$ cat src/rtl/pokey_timer_scheduler.sv
`default_nettype none
// ============================================================================
// Module      : pokey_timer_scheduler
// Description : POKEY timer clock-enable scheduler, channel tick routing and
//               STIMER reload sequencer.
// Revision    : 1.0 - initial release
// ============================================================================
module pokey_timer_scheduler #(
  parameter int DIV64 = 28,
  parameter int DIV15 = 114
) (
  input  logic       clk,
  input  logic       reset_n,
  input  logic       enable_179,
  input  logic       init,
  input  logic [7:0] audctl,
  input  logic       stimer_write,
  input  logic [3:0] underflow_delayed,
  output logic       enable_64,
  output logic       enable_15,
  output logic [3:0] chan_enable,
  output logic [3:0] chan_reload,
  output logic [3:0] delay_enable,
  output logic       delay_sync_reset
);

  localparam int W64 = (DIV64 > 1) ? $clog2(DIV64) : 1;
  localparam int W15 = (DIV15 > 1) ? $clog2(DIV15) : 1;
  localparam logic [W64-1:0] C_DIV64_LAST = W64'(DIV64 - 1);
  localparam logic [W15-1:0] C_DIV15_LAST = W15'(DIV15 - 1);

  typedef enum logic [0:0] {
    ST_IDLE    = 1'b0,
    ST_PENDING = 1'b1
  } stimer_state_t;

  stimer_state_t  r_state;
  stimer_state_t  w_state_next;
  logic [W64-1:0] r_div64_cnt;
  logic [W64-1:0] w_div64_next;
  logic [W15-1:0] r_div15_cnt;
  logic [W15-1:0] w_div15_next;

  logic       w_active;
  logic       w_execute;
  logic       w_tick64;
  logic       w_tick15;
  logic       w_base;
  logic [3:0] w_sel_tick;
  logic [3:0] w_uf_reload;

  // Outputs are forced quiet both in init and while reset is asserted.
  assign w_active  = reset_n & ~init;
  assign w_execute = w_active & enable_179 & (r_state == ST_PENDING);

  assign w_tick64 = enable_179 & (r_div64_cnt == C_DIV64_LAST);
  assign w_tick15 = enable_179 & (r_div15_cnt == C_DIV15_LAST);

  // ---------------------------------------------------------------------------
  // State and divider registers
  // ---------------------------------------------------------------------------
  always_ff @(posedge clk or negedge reset_n) begin
    if (!reset_n) begin
      r_state     <= ST_IDLE;
      r_div64_cnt <= '0;
      r_div15_cnt <= '0;
    end else begin
      r_state     <= w_state_next;
      r_div64_cnt <= w_div64_next;
      r_div15_cnt <= w_div15_next;
    end
  end

  // ---------------------------------------------------------------------------
  // Next-state: STIMER sequencer and base dividers
  // ---------------------------------------------------------------------------
  always_comb begin
    w_state_next = r_state;
    w_div64_next = r_div64_cnt;
    w_div15_next = r_div15_cnt;

    case (r_state)
      ST_IDLE: begin
        if (stimer_write && !init) begin
          w_state_next = ST_PENDING;
        end
      end
      ST_PENDING: begin
        // A repeated write while pending does nothing; the execute clears it.
        if (init || enable_179) begin
          w_state_next = ST_IDLE;
        end
      end
      default: w_state_next = ST_IDLE;
    endcase

    if (init || w_execute) begin
      w_div64_next = '0;
      w_div15_next = '0;
    end else if (enable_179) begin
      w_div64_next = w_tick64 ? '0 : r_div64_cnt + 1'b1;
      w_div15_next = w_tick15 ? '0 : r_div15_cnt + 1'b1;
    end
  end

  // ---------------------------------------------------------------------------
  // Tick routing and reload selection
  // ---------------------------------------------------------------------------
  always_comb begin
    w_base        = audctl[0] ? w_tick15 : w_tick64;
    w_sel_tick[0] = audctl[6] ? enable_179 : w_base;
    w_sel_tick[1] = audctl[4] ? underflow_delayed[0] : w_base;
    w_sel_tick[2] = audctl[5] ? enable_179 : w_base;
    w_sel_tick[3] = audctl[3] ? underflow_delayed[2] : w_base;

    // A linked low channel reloads with its high partner, not on its own wrap.
    w_uf_reload[0] = audctl[4] ? underflow_delayed[1] : underflow_delayed[0];
    w_uf_reload[1] = underflow_delayed[1];
    w_uf_reload[2] = audctl[3] ? underflow_delayed[3] : underflow_delayed[2];
    w_uf_reload[3] = underflow_delayed[3];
  end

  always_comb begin
    enable_64        = 1'b0;
    enable_15        = 1'b0;
    chan_enable      = 4'b0000;
    chan_reload      = 4'b0000;
    delay_enable     = 4'b0000;
    delay_sync_reset = 1'b0;

    if (!reset_n) begin
      delay_sync_reset = 1'b0;
    end else if (init) begin
      delay_sync_reset = 1'b1;
    end else if (w_execute) begin
      chan_reload      = 4'b1111;
      delay_sync_reset = 1'b1;
      delay_enable     = {4{enable_179}};
    end else begin
      enable_64    = w_tick64;
      enable_15    = w_tick15;
      chan_enable  = w_sel_tick;
      chan_reload  = w_uf_reload;
      delay_enable = {4{enable_179}};
    end
  end

endmodule
`default_nettype wire

$ cat config.mk
export PLATFORM = sky130hd
export DESIGN_NAME = pokey_timer_scheduler
export DESIGN_NICKNAME = d
export VERILOG_FILES = /design/src/rtl/pokey_timer_scheduler.sv
export SDC_FILE = /design/constraint.sdc
export NUM_CORES = 1
export LEC_CHECK = 0
export CORE_UTILIZATION = 47
export DETAILED_ROUTE_END_ITERATION = 16
export PLACE_DENSITY_LB_ADDON = 0.15
export SYNTH_ARGS = -nofsm -noshare
export SYNTH_HDL_FRONTEND = slang
export SYNTH_SLANG_ARGS = --single-unit
export TNS_END_PERCENT = 10
$ cat constraint.sdc
create_clock -name clk -period 3 [get_ports clk]
set_input_delay 0.6 -clock clk [delete_from_list [all_inputs] [get_ports clk]]
set_output_delay 0.6 -clock clk [all_outputs]
set_load 0.005 [all_outputs]
==> out/metrics.yaml, run 1 <==
drtAntennaViolNets: 0
synthSimpleGateAreaFrac: 0.204
tightest_slew_ns: 0.567
clock_power_share: 0.273
synthFlopType: "dfrtp_1"
port_buffers: 28
place.gp.congestion: 0.804
synth_top_family_by_area: "compound AO/OA/AOI/OAI gates"
dieArea_um2: 2120
antenna_found_initial: 0
cts_resized: 1
numCtsBuffers: 3
clkLatencyLatePin_ns: 0.28
dpl.hpwl_mm: 1.57
cts_root_buf: "clkbuf_4"
crit_arrival_ns: 2.47
cts_htree_levels: 1
critPathMaxStageDelay_ns: 0.49
synth-compound-area-share: 0.235
leakage_uw: 0.000565
synth_xor_area_frac: 0.0384
diodes: 0
seq_area_frac_synth: 0.357
dieWidth_um: 46.1
final_layout_size_suffix_gt1_frac: 0.146
fp.dieH_um: 46.1
startpoint_type: "primary input"
intPower_uw: 290
vias_per_cell: 5.40
synth_cell_types: 33
ys_top_cells_by_area: "dfrtp_1 (36%), a21oi_1 (4.9%), ha_1 (4.1%)"
cpMostUsedCell: "clkdlybuf4s50_1"
crit_type: "primary input to output port"
status: "finished, violations left"
cp_slowest_cell: "clkdlybuf4s50_1"
synth_top_area_share: 0.357
hp-class: "flip-flop to flip-flop"
first_iter_violations: 15
rsz0062_at_grt: "true"
yosys_warnings: 0
area_growth_pct: 41.6
min_period_ns: 3.07
async_flop_share: 1.00
synth_area_per_cell_um2: 9.12
clk_pin_slew_ns: 0.08
grt_max_degree: 16
combPwrFrac: 0.236
switching_share: 0.276
synth_mux_area_frac: 0.0576
fmax_mhz: 326
final_nets: 158
clock_skew_ns: 0.00135
cts_sinks: 13
layoutNonFillerInstCount: 162
path_cells: "clkdlybuf4s50_1 > nand4_2 > or4_4 > mux2i_4 > o21a_1 > clkdlybuf4s50_1"
slew_headroom: 0.620
grtUsageTotal: 0.215
power_density_nw_per_um2: 310
drc: 0
start_util: 0.517
failed_checks: "setup timing"
yosysTopAreaCell: "dfrtp_1"
fp.coreArea_um2: 1760
synth_nets: 120
dr.pass1.iters: 4
final_cell_mix: "clkdlybuf4s50_1 (26), dfrtp_1 (13), nand2_1 (10), nor2_1 (10), buf_4 (10)"
final_common_cell: "clkdlybuf4s50_1"
overflow: 0
vias: 875
period_share: 1.02
final_hold_viol_count: 0
first_global_vias: 803
synth_area_um2: 912
cp_max_fo: 4
crit_required_ns: 2.40
wl_per_cell_um: 12.7
place_inst: 158
netSwitchingPower_uw: 110
ys_ff_latch: 13
num_io_pins: 32
r2r_setup_slack_ns: 1.31
clock_path_buffers: 2
finalPower_uw: 400
post_cts_buffers: 0
setup_ws_ns: -0.0717
synthCells: 100
fill_cells: 143
ctsHoldBuffers: 0
num_rows: 15
cts_tree: "built"
cap_violations: 0
synth_edf_count: 0
setup_viol_count_final: 2
grt_pass1_wl_mm: 3.24
yosys.area_share.adder: 0.0412
drt_wl_total_mm: 2.06
ir_worst_vdd_v: 0.000268
cp-end-kind: "output port"
p_seq_frac: 0.490
slew_violations: 0
[per-layer routing]
| metal | vias to the layer above | part of all wire | global-route usage |
|---|---|---|---|
| li1 | 431 | - | - |
| met5 | - | 0 | 0 |
| met3 | 7 | 0.064 | 0.0157 |
| met2 | 31 | 0.46 | 0.369 |
| met4 | 0 | 0.027 | 0.129 |
| met1 | 406 | 0.44 | 0.259 |
[cells in the mapped netlist, types with 2 or more instances]
| cell type | count |
|---|---|
| inv_1 | 6 |
| a21oi_1 | 9 |
| dfrtp_1 | 13 |
| xor2_1 | 2 |
| nand2_1 | 10 |
| nand2b_1 | 2 |
| o21a_1 | 5 |
| xnor2_1 | 2 |
| nor2_1 | 10 |
| buf_4 | 4 |
| ha_1 | 3 |
| nand3_1 | 5 |
| mux2i_1 | 3 |
| o21ai_0 | 4 |
| o2111ai_1 | 2 |
| o31ai_1 | 3 |
[critical path: cells and delay by family]
kind | cells | cell delay (ns)
buffers and inverters | 2 | 0.98
and+or+nand+nor | 2 | 0.56
muxes | 1 | 0.20
AOI/OAI and AO/OA | 1 | 0.13
[stage by stage]
step            util  hold WS, ns  worst slack (ns)  cell area (µm²)  TNS [ns]
2_1_floorplan      -        0.304             0.917              912         0
3_3_place_gp   0.716        0.493           -0.0758             1260    -0.292
3_5_place_dp   0.716        0.508           -0.0732             1260    -0.282
4_1_cts        0.730        0.527           -0.0792             1290    -0.232
5_1_grt        0.732        0.582            -0.140             1290    -0.268
6_report       0.732        0.523           -0.0717             1290    -0.139
[sequential cells by signal, indices dropped and copies added (netlist names)]
name,flops
r_div15_cnt,7
r_div64_cnt,5
r_state,1
[cell families (layout without fill, tap and decap cells)]
family / count (synthesis) / count (layout)
AOI/OAI and AO/OA: 28 / 28
and+or+nand+nor: 36 / 36
adders and majority gates: 3 / 3
DFF: 13 / 13
xor gates and xnor gates: 4 / 4
muxes: 4 / 4
buffers and inverters: 12 / 49
[area by class of cell]
class / count / area (µm²) / area share
inverter: 7 / 26.3 / 0.0203
clock buffer: 4 / 26.3 / 0.0203
timing repair buffer: 38 / 357 / 0.276
sequential: 13 / 325 / 0.252
multi-input combinational: 75 / 526 / 0.407
tap: 25 / 31.3 / 0.0242
[path summary, 6_finish.rpt]
| kind | start | to | depth (start not counted) |
|---|---|---|---|
| setup / recovery | enable_179 | chan_enable[1] | 6 |
| setup reg to reg | r_div15_cnt[1]$_DFFE_PN0P_ | r_div15_cnt[2]$_DFFE_PN0P_ | 6 |
| max in group asynchronous | reset_n | r_div15_cnt[1]$_DFFE_PN0P_ | 2 |
| hold reg to reg | r_div64_cnt[1]$_DFFE_PN0P_ | r_div64_cnt[1]$_DFFE_PN0P_ | 2 |
| hold / removal | r_div64_cnt[1]$_DFFE_PN0P_ | r_div64_cnt[1]$_DFFE_PN0P_ | 2 |
| min in group asynchronous | reset_n | r_div64_cnt[2]$_DFFE_PN0P_ | 2 |
[power groups by stage]
stage | Sequential [µW] | Clock [µW] | Combinational, µW
4_1_cts | 196 | 112 | 95.6
5_1_grt | 198 | 118 | 105
3_3_place_gp | 198 | 0 | 93.0
6_report | 196 | 109 | 94.5
3_5_place_dp | 199 | 0 | 95.5
2_1_floorplan | 197 | 0 | 44.0
Power figures use the tool's default switching activity.
==> run 2: changes to the inputs <==
--- a/config.mk
+++ b/config.mk
@@ -7,6 +7,7 @@
 export LEC_CHECK = 0
 export CORE_UTILIZATION = 47
 export DETAILED_ROUTE_END_ITERATION = 16
+export MAX_ROUTING_LAYER = met4
 export PLACE_DENSITY_LB_ADDON = 0.15
 export SYNTH_ARGS = -nofsm -noshare
 export SYNTH_HDL_FRONTEND = slang
==> out/metrics.yaml, run 2 (synthesis gave the netlist of run 1 again) <==
first_global_vias: 802  # -0.12%
layoutNonFillerInstCount: 162  # unchanged
vias_per_cell: 5.40  # unchanged
drtAntennaViolNets: 0  # unchanged
setup_ws_ns: -0.0717  # unchanged
num_io_pins: 32  # unchanged
vias: 875  # unchanged
hp-class: "flip-flop to flip-flop"
start_util: 0.517  # unchanged
place.gp.congestion: 0.816  # +1.5%
final_area_um2: 1290  # unchanged
cpMostUsedCell: "clkdlybuf4s50_1"
startpoint_type: "primary input"
fmax_mhz: 326  # unchanged
clock_skew_ns: 0.00131  # -0.0000439 ns
failed_checks: "setup timing"
wl_per_cell_um: 12.7  # unchanged
overflow: 0  # unchanged
period_share: 1.02  # unchanged
grt_max_degree: 16  # unchanged
dpl.hpwl_mm: 1.57  # unchanged
cts_sinks: 13  # unchanged
power_density_nw_per_um2: 310  # about the same
grt_pass1_wl_mm: 3.24  # unchanged
cts_htree_levels: 1  # unchanged
num_rows: 15  # unchanged
port_buffers: 28  # unchanged
final_hold_viol_count: 0  # unchanged
path_cells: "clkdlybuf4s50_1 > nand4_2 > or4_4 > mux2i_4 > o21a_1 > clkdlybuf4s50_1"
cp-end-kind: "output port"
clkLatencyLatePin_ns: 0.28  # about the same
ctsHoldBuffers: 0  # unchanged
area_growth_pct: 41.6  # unchanged
dieWidth_um: 46.1  # unchanged
critPathMaxStageDelay_ns: 0.49  # about the same
post_dp_cell_area_um2: 1260  # unchanged
cts_tree: "built"
largest-register: "r_div15_cnt"
crit_type: "primary input to output port"
rsz0062_at_grt: "true"
fp.coreArea_um2: 1760  # unchanged
dr.pass1.iters: 4  # unchanged
final_common_cell: "clkdlybuf4s50_1"
drt_wl_total_mm: 2.06  # unchanged
cts_root_buf: "clkbuf_4"
crit_arrival_ns: 2.47  # about the same
grtUsageTotal: 0.221  # +0.00634
min_period_ns: 3.07  # unchanged
status: "finished, violations left"
ir_worst_vdd_v: 0.000268  # about the same
clock_path_buffers: 2  # unchanged
cap_violations: 0  # unchanged
numCtsBuffers: 3  # unchanged
final_layout_size_suffix_gt1_frac: 0.146  # unchanged
setup_viol_count_final: 2  # unchanged
largest_reg_flops: 7  # unchanged
fill_cells: 143  # unchanged
cp_max_fo: 4  # unchanged
antenna_found_initial: 0  # unchanged
place_inst: 158  # unchanged
tightest_slew_ns: 0.567  # -0.00000983 ns
slew_headroom: 0.620  # about the same
final_cell_mix: "clkdlybuf4s50_1 (26), dfrtp_1 (13), nand2_1 (10), nor2_1 (10), buf_4 (10)"
dieArea_um2: 2120  # unchanged
leakage_uw: 0.000565  # unchanged
diodes: 0  # unchanged
clk_pin_slew_ns: 0.08  # about the same
slew_violations: 0  # unchanged
crit_required_ns: 2.40  # about the same
fp.dieH_um: 46.1  # unchanged
first_iter_violations: 15  # unchanged
cp_slowest_cell: "clkdlybuf4s50_1"
drc: 0  # unchanged
reg_top3: "r_div15_cnt (7), r_div64_cnt (5), r_state (1)"
path_buf_inv: 2  # unchanged
final_nets: 158  # unchanged
path_delay_family: "buffers and inverters"
-- run 2: cell counts in the layout (fill, tap and decap cells not counted) --
No cell type changed its count.
-- run 2: stage by stage --
step	TNS, ns	power, µW	setup slack (ns)	util	hold WS (ns)
4_1_cts	-0.232	403	-0.0792	0.730	0.527
6_report	-0.139	400	-0.0717	0.732	0.523
5_1_grt	-0.268	421	-0.140	0.732	0.582
3_3_place_gp	-0.292	291	-0.0758	0.716	0.493
2_1_floorplan	0	241	0.917	-	0.304
3_5_place_dp	-0.282	295	-0.0732	0.716	0.508
-- run 2: path summary, 6_finish.rpt --
check | end | slack (ns) | start | cells past startpoint
min in group asynchronous | r_div64_cnt[2]$_DFFE_PN0P_ | 0.69 | reset_n | 2
min reg2reg | r_div64_cnt[1]$_DFFE_PN0P_ | 0.52 | r_div64_cnt[1]$_DFFE_PN0P_ | 2
max reg2reg | r_div15_cnt[2]$_DFFE_PN0P_ | 1.31 | r_div15_cnt[1]$_DFFE_PN0P_ | 6
max in group asynchronous | r_div15_cnt[1]$_DFFE_PN0P_ | 2.14 | reset_n | 2
max | chan_enable[1] | -0.07 | enable_179 | 6
min | r_div64_cnt[1]$_DFFE_PN0P_ | 0.52 | r_div64_cnt[1]$_DFFE_PN0P_ | 2
-- run 2: final cells by class --
cell class / count / area (µm²) / share of cell area
multi-input combinational: 75 / 526 / 0.407
timing repair buffer: 38 / 357 / 0.276
sequential: 13 / 325 / 0.252
tap: 25 / 31.3 / 0.0242
clock buffer: 4 / 26.3 / 0.0203
inverter: 7 / 26.3 / 0.0203
-- run 2: metal layers --
metal,wire length [µm],GRT usage
met5,0,-
met4,55,0.129
met3,132,0.0157
met1,917,0.259
met2,956,0.369
-- run 2: worst reg2reg max path, cell delays in order (launching register included) --
cell     delay, ns
dfrtp_1       0.42
inv_1         0.07
ha_1          0.13
inv_1         0.07
o41ai_4       0.57
o22ai_1       0.14
a21o_1        0.20
-- run 2: power breakdown --
group	switching [µW]	internal (µW)
sequential	11.7	184
clock	57.7	51.6
combinational	40.8	53.7
-- run 2: timing repair --
action	CTS	global route
resized for setup	1	1
setup endpoints to repair	4	3
setup buffers	0	0
==> run 3: changes to the inputs <==
--- a/config.mk
+++ b/config.mk
@@ -9,6 +9,7 @@
 export DETAILED_ROUTE_END_ITERATION = 16
 export MAX_ROUTING_LAYER = met4
 export PLACE_DENSITY_LB_ADDON = 0.15
+export REMOVE_ABC_BUFFERS = 1
 export SYNTH_ARGS = -nofsm -noshare
 export SYNTH_HDL_FRONTEND = slang
 export SYNTH_SLANG_ARGS = --single-unit
==> out/metrics.yaml, run 3 (synthesis gave the netlist of run 1 again) <==
num_rows: 15  # unchanged
min_period_ns: 3.05  # -0.0266 ns
cts_root_buf: "clkbuf_4"
largest-register: "r_div15_cnt"
path_cells: "clkdlybuf4s50_1 > nand4_2 > or4_4 > mux2i_4 > o21a_1 > clkdlybuf4s50_1"
dieWidth_um: 46.1  # unchanged
cap_violations: 0  # unchanged
cpMostUsedCell: "clkdlybuf4s50_1"
antenna_found_initial: 0  # unchanged
cts_tree: "built"
startpoint_type: "primary input"
reg_top3: "r_div15_cnt (7), r_div64_cnt (5), r_state (1)"
cp_slowest_cell: "clkdlybuf4s50_1"
dieArea_um2: 2120  # unchanged
final_cell_mix: "clkdlybuf4s50_1 (26), dfrtp_1 (13), nand2_1 (10), nor2_1 (10), buf_4 (10)"
place.gp.congestion: 0.787  # -3.5%
dpl.hpwl_mm: 1.57  # -0.19%
diodes: 0  # unchanged
slew_violations: 0  # unchanged
overflow: 0  # unchanged
numCtsBuffers: 3  # unchanged
post_cts_buffers: 0  # unchanged
fmax_mhz: 328  # +0.87%
clkLatencyLatePin_ns: 0.28  # about the same
ctsHoldBuffers: 0  # unchanged
crit_type: "primary input to output port"
dr.pass1.iters: 4  # unchanged
crit_required_ns: 2.40  # about the same
finalPower_uw: 400  # about the same
first_global_vias: 754  # -6.0%
place_ws_ns: -0.0551  # +0.0181 ns
final_hold_viol_count: 0  # unchanged
fp.dieH_um: 46.1  # unchanged
r2r_setup_slack_ns: 1.25  # -0.06 ns
hp-class: "flip-flop to flip-flop"
final_nets: 158  # unchanged
wl_per_cell_um: 12.5  # -1.9%
grtUsageTotal: 0.223  # +0.00150
setup_viol_count_final: 2  # unchanged
drt_wl_total_mm: 2.02  # -1.9%
vias_per_cell: 5.29  # -2.1%
crit_arrival_ns: 2.45  # -0.02 ns
fp.coreArea_um2: 1760  # unchanged
slew_headroom: 0.637  # +0.0164
final_common_cell: "clkdlybuf4s50_1"
tightest_slew_ns: 0.543  # -0.0245 ns
drc: 0  # unchanged
clock_skew_ns: 0.00467  # +0.00335 ns
leakage_uw: 0.000565  # unchanged
critPathMaxStageDelay_ns: 0.49  # about the same
clock_path_buffers: 2  # unchanged
grt_max_degree: 16  # unchanged
failed_checks: "setup timing"
final_layout_size_suffix_gt1_frac: 0.146  # unchanged
port_buffers: 28  # unchanged
power_density_nw_per_um2: 310  # about the same
cts_resized: 1  # unchanged
num_io_pins: 32  # unchanged
area_growth_pct: 41.6  # unchanged
vias: 857  # -2.1%
drtAntennaViolNets: 0  # unchanged
cts_htree_levels: 1  # unchanged
status: "finished, violations left"
cp-end-kind: "output port"
cp_max_fo: 4  # unchanged
cts_sinks: 13  # unchanged
period_share: 1.02  # -0.00886
ir_worst_vdd_v: 0.000267  # -0.33%
setup_ws_ns: -0.0451  # +0.0266 ns
grt_pass1_wl_mm: 3.28  # +1.3%
first_iter_violations: 22  # +7
clk_pin_slew_ns: 0.08  # about the same
largest_reg_flops: 7  # unchanged
rsz0062_at_grt: "true"
start_util: 0.517  # unchanged
==> run 3: cell counts in the layout (fill, tap and decap cells not counted) <==
Identical to the previous run, type by type.
==> run 3: worst paths after layout <==
kind	startpoint	end	cells past startpoint
worst max-delay path	enable_179	chan_enable[3]	6
worst min-delay path	r_div64_cnt[1]$_DFFE_PN0P_	r_div64_cnt[1]$_DFFE_PN0P_	2
worst max register to register	r_div15_cnt[1]$_DFFE_PN0P_	r_div15_cnt[2]$_DFFE_PN0P_	6
worst min register to register	r_div64_cnt[1]$_DFFE_PN0P_	r_div64_cnt[1]$_DFFE_PN0P_	2
max in group asynchronous	reset_n	r_div15_cnt[1]$_DFFE_PN0P_	2
min in group asynchronous	reset_n	r_div64_cnt[2]$_DFFE_PN0P_	2
==> run 3: through the flow <==
| step | setup TNS [ns] | utilization | hold slack (ns) | cell area [µm²] | cells |
|---|---|---|---|---|---|
| after floorplan | 0 | - | 0.304 | 877 | 95 |
| after global placement | -0.157 | 0.716 | 0.491 | 1260 | 158 |
| after detailed placement | -0.165 | 0.716 | 0.513 | 1260 | 158 |
| after CTS | -0.151 | 0.730 | 0.528 | 1290 | 162 |
| after global routing | -0.216 | 0.732 | 0.553 | 1290 | 162 |
| final | -0.0865 | 0.732 | 0.528 | 1290 | 162 |
==> run 3: power breakdown <==
group | switching, µW | leakage [µW] | internal (µW) | total, µW
Sequential | 11.6 | 0.000178 | 184 | 196
Combinational | 40.8 | 0.000372 | 53.8 | 94.6
Clock | 58.1 | 0.0000150 | 51.6 | 110
Total | 110 | 0.000565 | 290 | 400
==> run 3: cell type report <==
cell class,instances,area [µm²]
Inverter,7,26.3
Timing Repair Buffer,38,357
Sequential cell,13,325
Multi-Input combinational cell,75,526
Tap cell,25,31.3
Clock buffer,4,26.3
Fill cell,153,473
==> run 3: metal layers <==
metal / vias to the layer above / share of wire / track usage
met5: - / 0 / -
met4: 0 / 0.015 / 0.0882
met3: 5 / 0.078 / 0.0235
met2: 29 / 0.47 / 0.380
met1: 389 / 0.44 / 0.267
li1: 434 / - / -
==> run 3: critical path, delay by kind of cell <==
family / cells / cell delay (ns)
buf+inv: 2 / 0.98
compound gates: 1 / 0.13
mux: 1 / 0.19
simple gates: 2 / 0.54
